**src/rtl/serial_rx_pkg.sv**
```systemverilog
// Shared types and defaults for the serial receiver.
// State encoding and the default word width.
package serial_rx_pkg;

    localparam int DEFAULT_WIDTH = 8;

    typedef enum logic [1:0] {
        IDLE  = 2'd0,
        SHIFT = 2'd1,
        HOLD  = 2'd2
    } rx_state_t;

endpackage

```
**src/rtl/shift_reg_n.sv**
```systemverilog
// WIDTH-bit shift register with enable, direction select and clears.
// Q_next exposes the post-shift value so the completed word can be captured.
module shift_reg_n #(
    parameter int WIDTH     = 8,
    parameter bit MSB_FIRST = 1'b1
) (
    input  logic             Clk,
    input  logic             Reset_n,
    input  logic             Clear,
    input  logic             En,
    input  logic             Din,
    output logic [WIDTH-1:0] Q,
    output logic [WIDTH-1:0] Q_next
);

    assign Q_next = MSB_FIRST ? {Q[WIDTH-2:0], Din}
                              : {Din, Q[WIDTH-1:1]};

    always_ff @(posedge Clk or negedge Reset_n) begin
        if (!Reset_n) begin
            Q <= '0;
        end else if (Clear) begin
            Q <= '0;
        end else if (En) begin
            Q <= Q_next;
        end
    end

endmodule

```
**src/rtl/serial_receiver.sv**
```systemverilog
// Serial-to-parallel receiver with Valid/Ack handoff and sticky overrun.
// FSM, bit counter and output registers; the datapath is shift_reg_n.
module serial_receiver
    import serial_rx_pkg::*;
#(
    parameter int WIDTH     = DEFAULT_WIDTH,
    parameter bit MSB_FIRST = 1'b1,
    localparam int CW       = $clog2(WIDTH + 1)
) (
    input  logic             Clk,
    input  logic             Reset_n,
    input  logic             Clear,
    input  logic             Shift_En,
    input  logic             Serial_In,
    input  logic             Ack,
    output logic [WIDTH-1:0] Data_Out,
    output logic             Valid,
    output logic             Busy,
    output logic [CW-1:0]    Bit_Count,
    output logic             Overrun
);

    localparam logic [CW-1:0] LAST = CW'(WIDTH - 1);

    rx_state_t        state;
    logic             take;
    logic [WIDTH-1:0] word;
    logic [WIDTH-1:0] word_next;

    // A bit is accepted unless a word is held and not being acknowledged
    assign take = Shift_En && !Clear && (state != HOLD || Ack);

    shift_reg_n #(
        .WIDTH     (WIDTH),
        .MSB_FIRST (MSB_FIRST)
    ) u_sreg (
        .Clk     (Clk),
        .Reset_n (Reset_n),
        .Clear   (Clear),
        .En      (take),
        .Din     (Serial_In),
        .Q       (word),
        .Q_next  (word_next)
    );

    always_ff @(posedge Clk or negedge Reset_n) begin
        if (!Reset_n) begin
            state     <= IDLE;
            Data_Out  <= '0;
            Valid     <= 1'b0;
            Busy      <= 1'b0;
            Bit_Count <= '0;
            Overrun   <= 1'b0;
        end else if (Clear) begin
            state     <= IDLE;
            Valid     <= 1'b0;
            Busy      <= 1'b0;
            Bit_Count <= '0;
            Overrun   <= 1'b0;
        end else begin
            unique case (state)
                IDLE: begin
                    if (Shift_En) begin
                        state     <= SHIFT;
                        Busy      <= 1'b1;
                        Bit_Count <= CW'(1);
                    end
                end
                SHIFT: begin
                    if (Shift_En) begin
                        if (Bit_Count == LAST) begin
                            state     <= HOLD;
                            Data_Out  <= word_next;
                            Valid     <= 1'b1;
                            Busy      <= 1'b0;
                            Bit_Count <= '0;
                        end else begin
                            Bit_Count <= Bit_Count + CW'(1);
                        end
                    end
                end
                HOLD: begin
                    if (Ack) begin
                        Valid <= 1'b0;
                        if (Shift_En) begin
                            state     <= SHIFT;
                            Busy      <= 1'b1;
                            Bit_Count <= CW'(1);
                        end else begin
                            state <= IDLE;
                        end
                    end else if (Shift_En) begin
                        Overrun <= 1'b1;
                    end
                end
                default: begin
                    state <= IDLE;
                    Busy  <= 1'b0;
                end
            endcase
        end
    end

    logic unused_word;
    assign unused_word = ^word;

endmodule
```
**config.mk**
```make
export PLATFORM = sky130hd
export DESIGN_NAME = serial_receiver
export DESIGN_NICKNAME = d
export VERILOG_FILES = /design/src/rtl/serial_rx_pkg.sv /design/src/rtl/shift_reg_n.sv /design/src/rtl/serial_receiver.sv
export SDC_FILE = /design/constraint.sdc
export NUM_CORES = 1
export LEC_CHECK = 0
export ABC_AREA = 1
export CORE_MARGIN = 2
export CORE_UTILIZATION = 58
export CTS_BUF_LIST = sky130_fd_sc_hd__clkbuf_8
export DETAILED_ROUTE_END_ITERATION = 10
export PLACE_DENSITY = 0.86
export SLEW_MARGIN = 5
export SYNTH_ARGS = -nofsm -noshare
export SYNTH_HDL_FRONTEND = slang
export SYNTH_SLANG_ARGS = --single-unit
```
**constraint.sdc**
```tcl
create_clock -name Clk -period 4.2 [get_ports Clk]
set_input_delay 0.84 -clock Clk [delete_from_list [all_inputs] [get_ports Clk]]
set_output_delay 0.84 -clock Clk [all_outputs]
set_load 0.03 [all_outputs]
```
==> results.toml, run 1 <==
[sta]
skew_ns = 0.00593
finalSetupViolCount = 0
tns_ns = 0
final_max_slew_viol_count = 0
slew-limit-headroom_pct = 30.9
fmax_mhz = 446
worstMarginPinSlew_ns = 1.03
finalCritPeriodShare_pct = 53.4
finalWorstPathRequiredPeriod_ns = 2.24
hold_viol_final = 0
rsz0062_at_grt = "false"

[hold_path]
hp-class = "flop to flop"
hold_depth = 2
hold_start = "Data_Out[1]$_DFFE_PN0P_"

[worst_setup_path]
required_ns = 3.36
rr_worst_depth = 7
criticalPathCategory = "flop to output port"
r2r_start = "state[1]$_DFFE_PN0P_"
crit_chain = "clkdlybuf4s50_1"
cpMaxStageDelayCell = "clkdlybuf4s50_1"
start_kind = "flop"
arrival_ns = 1.40
critPathMaxFanout = 6
critical_path_depth = 1
critPathLaunch = "Bit_Count[2]$_DFFE_PN0P_"
path_buf_inv = 1
cp_slowest_stage_delay_ns = 0.70
end_kind = "output port"
crit_family = "buffers and inverters"

[place]
portBuffers = 20
hpwl_microns = 1720
dp_cells = 186
gp_routability_congestion = 0.873

[clock_tree]
cts-root-buf = "clkbuf_8"
holdBufCountCts = 0
ctsResizeCount = 0
clock-sinks = 24
tritoncts = "built"
clkLatencyLatePin_ns = 0.27
htree_num_levels = 1
cts_max_path_buffers = 2
post_cts_buffers = 0
numCtsBuffers = 3
clk_pin_slew_ns = 0.09

[outcome]
status = "finished, final reports clean"

[finish]
fin_cells = 190
final_common_cell = "nand2_1"
nFillCells = 132
area_delta_synth_final_pct = 22.5
nNetsFinal = 175
drive_gt1_share_pct = 12.9
layout.cells.most_common_list = "nand2_1 (34), dfrtp_1 (24), inv_1 (20), clkdlybuf4s50_1 (20), nand3_1 (13)"
diodes = 0

[synth]
yosys_warnings = 0
ys_seq_area_share_pct = 48.6
ys_types = 20
syn_nets = 153
netlist_instances = 142
synth_area_sq_mm = 0.00124
syn_avg_cell_area_sq_um = 8.71
ys_ff_latch = 24

[detailed_routing]
drt_first_pass_iters = 6
drtIter0Drc = 20
routedWlPerCell_microns = 12.7
ant_nets = 0
detail_route.vias_per_cell = 5.23
vias = 994
wl_microns = 2410
drc_errors = 0

[grt]
grt_pass1_vias = 918
antenna_found_initial = 0
track_usage_pct = 22.7
grt_pass1_wl_microns = 4220
grt_max_degree = 25
overflow = 0

[die]
die_x_microns = 50.2
core.rowCount = 16
start_util_pct = 62.4
pin_count = 21
core_sq_mm = 0.00198
fp.dieArea_sq_mm = 0.00252
die_y_microns = 50.2

[power_and_ir_drop]
p_per_area_mw_per_mm2 = 485
power_leakage_nw = 0.720
peakVddDrop_mv = 0.386

[flow_run]
maxCapViolations = 0
==> Yosys cell counts, drive strengths merged <==
library cell	count	share of area (%)
nand2	35	11
dfrtp	24	49
inv	22	6.9
o21ai	22	11
nand3	15	8.1
nor2	9	3.1
ha	5	5.1
buf	3	2.2
a21oi	2	0.81
nand4	2	1.0
or2	2	1.0
o211ai	1	0.61
==> final timing paths <==
kind	end	slack, ns
min in group asynchronous	state[0]$_DFFE_PN0P_	1.13
worst max register to register	Data_Out[6]$_DFFE_PN0P_	2.52
max in group asynchronous	Data_Out[2]$_DFFE_PN0P_	2.45
worst min register to register	Data_Out[1]$_DFFE_PN0P_	0.49
worst min-delay path	Data_Out[1]$_DFFE_PN0P_	0.49
worst max-delay path	Bit_Count[2]	1.96
==> where the power goes <==
group | internal [mW] | switching, mW
clock network | 0.128 | 0.0764
logic | 0.0904 | 0.155
registers | 0.259 | 0.0254
total | 0.477 | 0.256
==> flip-flops by register name, summed over array words and instances (netlist names) <==
signal and cells:
u_sreg.Q 7, Overrun 1, Valid 1, Data_Out 8
Bit_Count 4, state 2, Busy 1
==> stage by stage <==
stage               hold slack [ns]  util [%]  total power, mW  setup slack, ns  area [sq um]
floorplan                     0.480         -            0.451             2.67          1240
global placement              0.460      72.8            0.521             1.92          1440
detailed placement            0.469      72.8            0.531             1.87          1440
CTS                           0.491      76.4            0.735             1.95          1510
global route                  0.502      76.4            0.784             1.91          1510
finish                        0.488      76.4            0.734             1.96          1510
==> layer usage <==
metal	share of wire (%)	vias to the layer above	track usage, %
li1	-	493	-
met1	46	468	31.0
met2	48	27	33.8
met3	4.8	6	5.95
met4	1.7	0	10.2
met5	0	-	0
==> cell type report <==
class | instances | area (sq um) | area share (%)
sequential | 24 | 601 | 39.7
inverter | 22 | 85.1 | 5.62
clock inverter | 1 | 30.0 | 1.98
tap | 27 | 33.8 | 2.23
multi-input combinational | 93 | 523 | 34.5
timing repair buffer | 20 | 200 | 13.2
clock buffer | 3 | 41.3 | 2.73
==> cell families (layout without fill, tap and decap cells) <==
kind of cell    Yosys count  after routing  synth area share (%)
flops                    24             24                  48.6
simple gates             63             63                  24.5
compound gates           25             25                  12.8
fa+ha+maj                 5              5                  5.06
buf+inv                  25             46                  9.11
Power figures use the tool's default switching activity.
==> inputs of run 2 (changes only) <==
CORE_UTILIZATION = 49   (was 58)
PLACE_DENSITY = 0.78   (was 0.86)
clock period = 1.9 ns   (was 4.2 ns; I/O delays follow)
==> results.toml, run 2 (synthesized netlist as in run 1, its figures left out) <==
[finish]
top_regs = "Data_Out: 8 flops, u_sreg.Q: 7 flops, Bit_Count: 4 flops"
final_common_cell = "nand2_1"
nNetsFinal = 178
finish.utilization_pct = 63.3
area_delta_synth_final_pct = 24.6
layout.cells.most_common_list = "nand2_1 (34), dfrtp_1 (24), inv_1 (20), clkdlybuf4s50_1 (20), nand3_1 (13)"
nFillCells = 191
largest_reg_flops = 8
drive_gt1_share_pct = 14.5
largest_register = "Data_Out"
diodes = 0

[die]
fp.dieArea_sq_mm = 0.00294
pin_count = 21
start_util_pct = 50.8
die_y_microns = 54.2
die_x_microns = 54.2
core_sq_mm = 0.00243
core.rowCount = 18

[clock_tree]
clk_pin_slew_ns = 0.09
tritoncts = "built"
numCtsBuffers = 3
htree_num_levels = 1
clkLatencyLatePin_ns = 0.27
cts_max_path_buffers = 2
clock-sinks = 24
cts-root-buf = "clkbuf_8"
ctsResizeCount = 0
post_cts_buffers = 0
holdBufCountCts = 0

[worst_setup_path]
start_kind = "flop"
r2r_start = "state[1]$_DFFE_PN0P_"
path_buf_inv = 1
end_kind = "output port"
criticalPathCategory = "flop to output port"
critPathLaunch = "Bit_Count[1]$_DFFE_PN0P_"
arrival_ns = 1.39
crit_chain = "clkdlybuf4s50_1"
required_ns = 1.52
cpMaxStageDelayCell = "clkdlybuf4s50_1"
r2r_setup_slack_ns = 0.25
cp_slowest_stage_delay_ns = 0.71
crit_family = "buffers and inverters"
critPathMaxFanout = 4

[grt]
grt_pass1_wl_microns = 4130
antenna_found_initial = 0
overflow = 0
grt_pass1_vias = 906
track_usage_pct = 20.1
grt_max_degree = 25

[sta]
final_max_slew_viol_count = 0
skew_ns = 0.00340
rsz0062_at_grt = "false"
finalCritPeriodShare_pct = 93.2
finalWorstPathRequiredPeriod_ns = 1.77
finalSetupViolCount = 0
hold_ws_ns = 0.461
slew-limit-headroom_pct = 78.1
hold_viol_final = 0
fmax_mhz = 565
worstMarginPinSlew_ns = 0.328
tns_ns = 0

[outcome]
status = "finished, final reports clean"

[hold_path]
hp-class = "primary input to asynchronous set/reset pin"

[detailed_routing]
wl_microns = 2460
drc_errors = 0
drtIter0Drc = 34
drt_first_pass_iters = 4
ant_nets = 0
vias = 992
routedWlPerCell_microns = 12.6
detail_route.vias_per_cell = 5.06

[place]
gp_routability_congestion = 0.821
portBuffers = 20
hpwl_microns = 1760

[power_and_ir_drop]
peakVddDrop_mv = 0.666
finalPower_mw = 1.63
p_per_area_mw_per_mm2 = 1060
power_leakage_nw = 0.734

[flow_run]
maxCapViolations = 0
run 2: changes by cell type in the layout (fill, tap and decap cells not counted):
cell / before / now
buf_4: 0 / 3
run 2: area by class of cell:
type                       count  area, sq um  area share [%]
timing repair buffer          23          223            14.5
inverter                      22         85.1            5.52
tap                           30         37.5            2.44
clock inverter                 1         30.0            1.95
sequential                    24          601            39.0
clock buffer                   3         41.3            2.68
multi-input combinational     93          523            34.0
run 2: final timing paths:
kind | end | depth (start not counted)
worst max-delay path | Bit_Count[1] | 1
worst min-delay path | Data_Out[2]$_DFFE_PN0P_ | 2
worst max register to register | Data_Out[1]$_DFFE_PN0P_ | 7
worst min register to register | Valid$_DFFE_PN0P_ | 2
max in group asynchronous | Bit_Count[2]$_DFFE_PN0P_ | 2
min in group Clk | Valid$_DFFE_PN0P_ | 2
run 2: where the power goes:
part / internal (mW) / total, mW / switching (mW)
combinational: 0.204 / 0.554 / 0.350
sequential: 0.573 / 0.626 / 0.0533
clock: 0.282 / 0.450 / 0.168
run 2: routing by layer:
metal / vias up / part of all wire, % / GRT usage [%]
met5: - / 0 / 0
met3: 9 / 4.0 / 2.73
met1: 452 / 47 / 25.7
li1: 503 / - / -
met2: 28 / 46 / 32.7
met4: 0 / 3.0 / 11.3
run 2: worst reg2reg max path, delay by kind of cell (launching register included):
family / cells / cell delay (ns)
adder cells (fa/ha/maj): 1 / 0.26
buffers and inverters: 2 / 0.21
AND/OR/NAND/NOR: 3 / 0.60
flip-flops: 1 / 0.41
AO/OA/AOI/OAI: 1 / 0.06
run 2: per-stage QoR:
step | instance area, sq um | std cells | worst slack (ns)
after global placement | 1470 | 192 | 0.158
final | 1540 | 196 | 0.129
after CTS | 1540 | 196 | 0.116
after floorplan | 1240 | 142 | 0.419
after global routing | 1540 | 196 | 0.0496
after detailed placement | 1470 | 192 | 0.129
==> inputs of run 3 (changes only) <==
CAP_MARGIN = 20   (was unset)
==> results of run 3 <==
The final DEF is identical to that of run 2; final timing and power are the same.
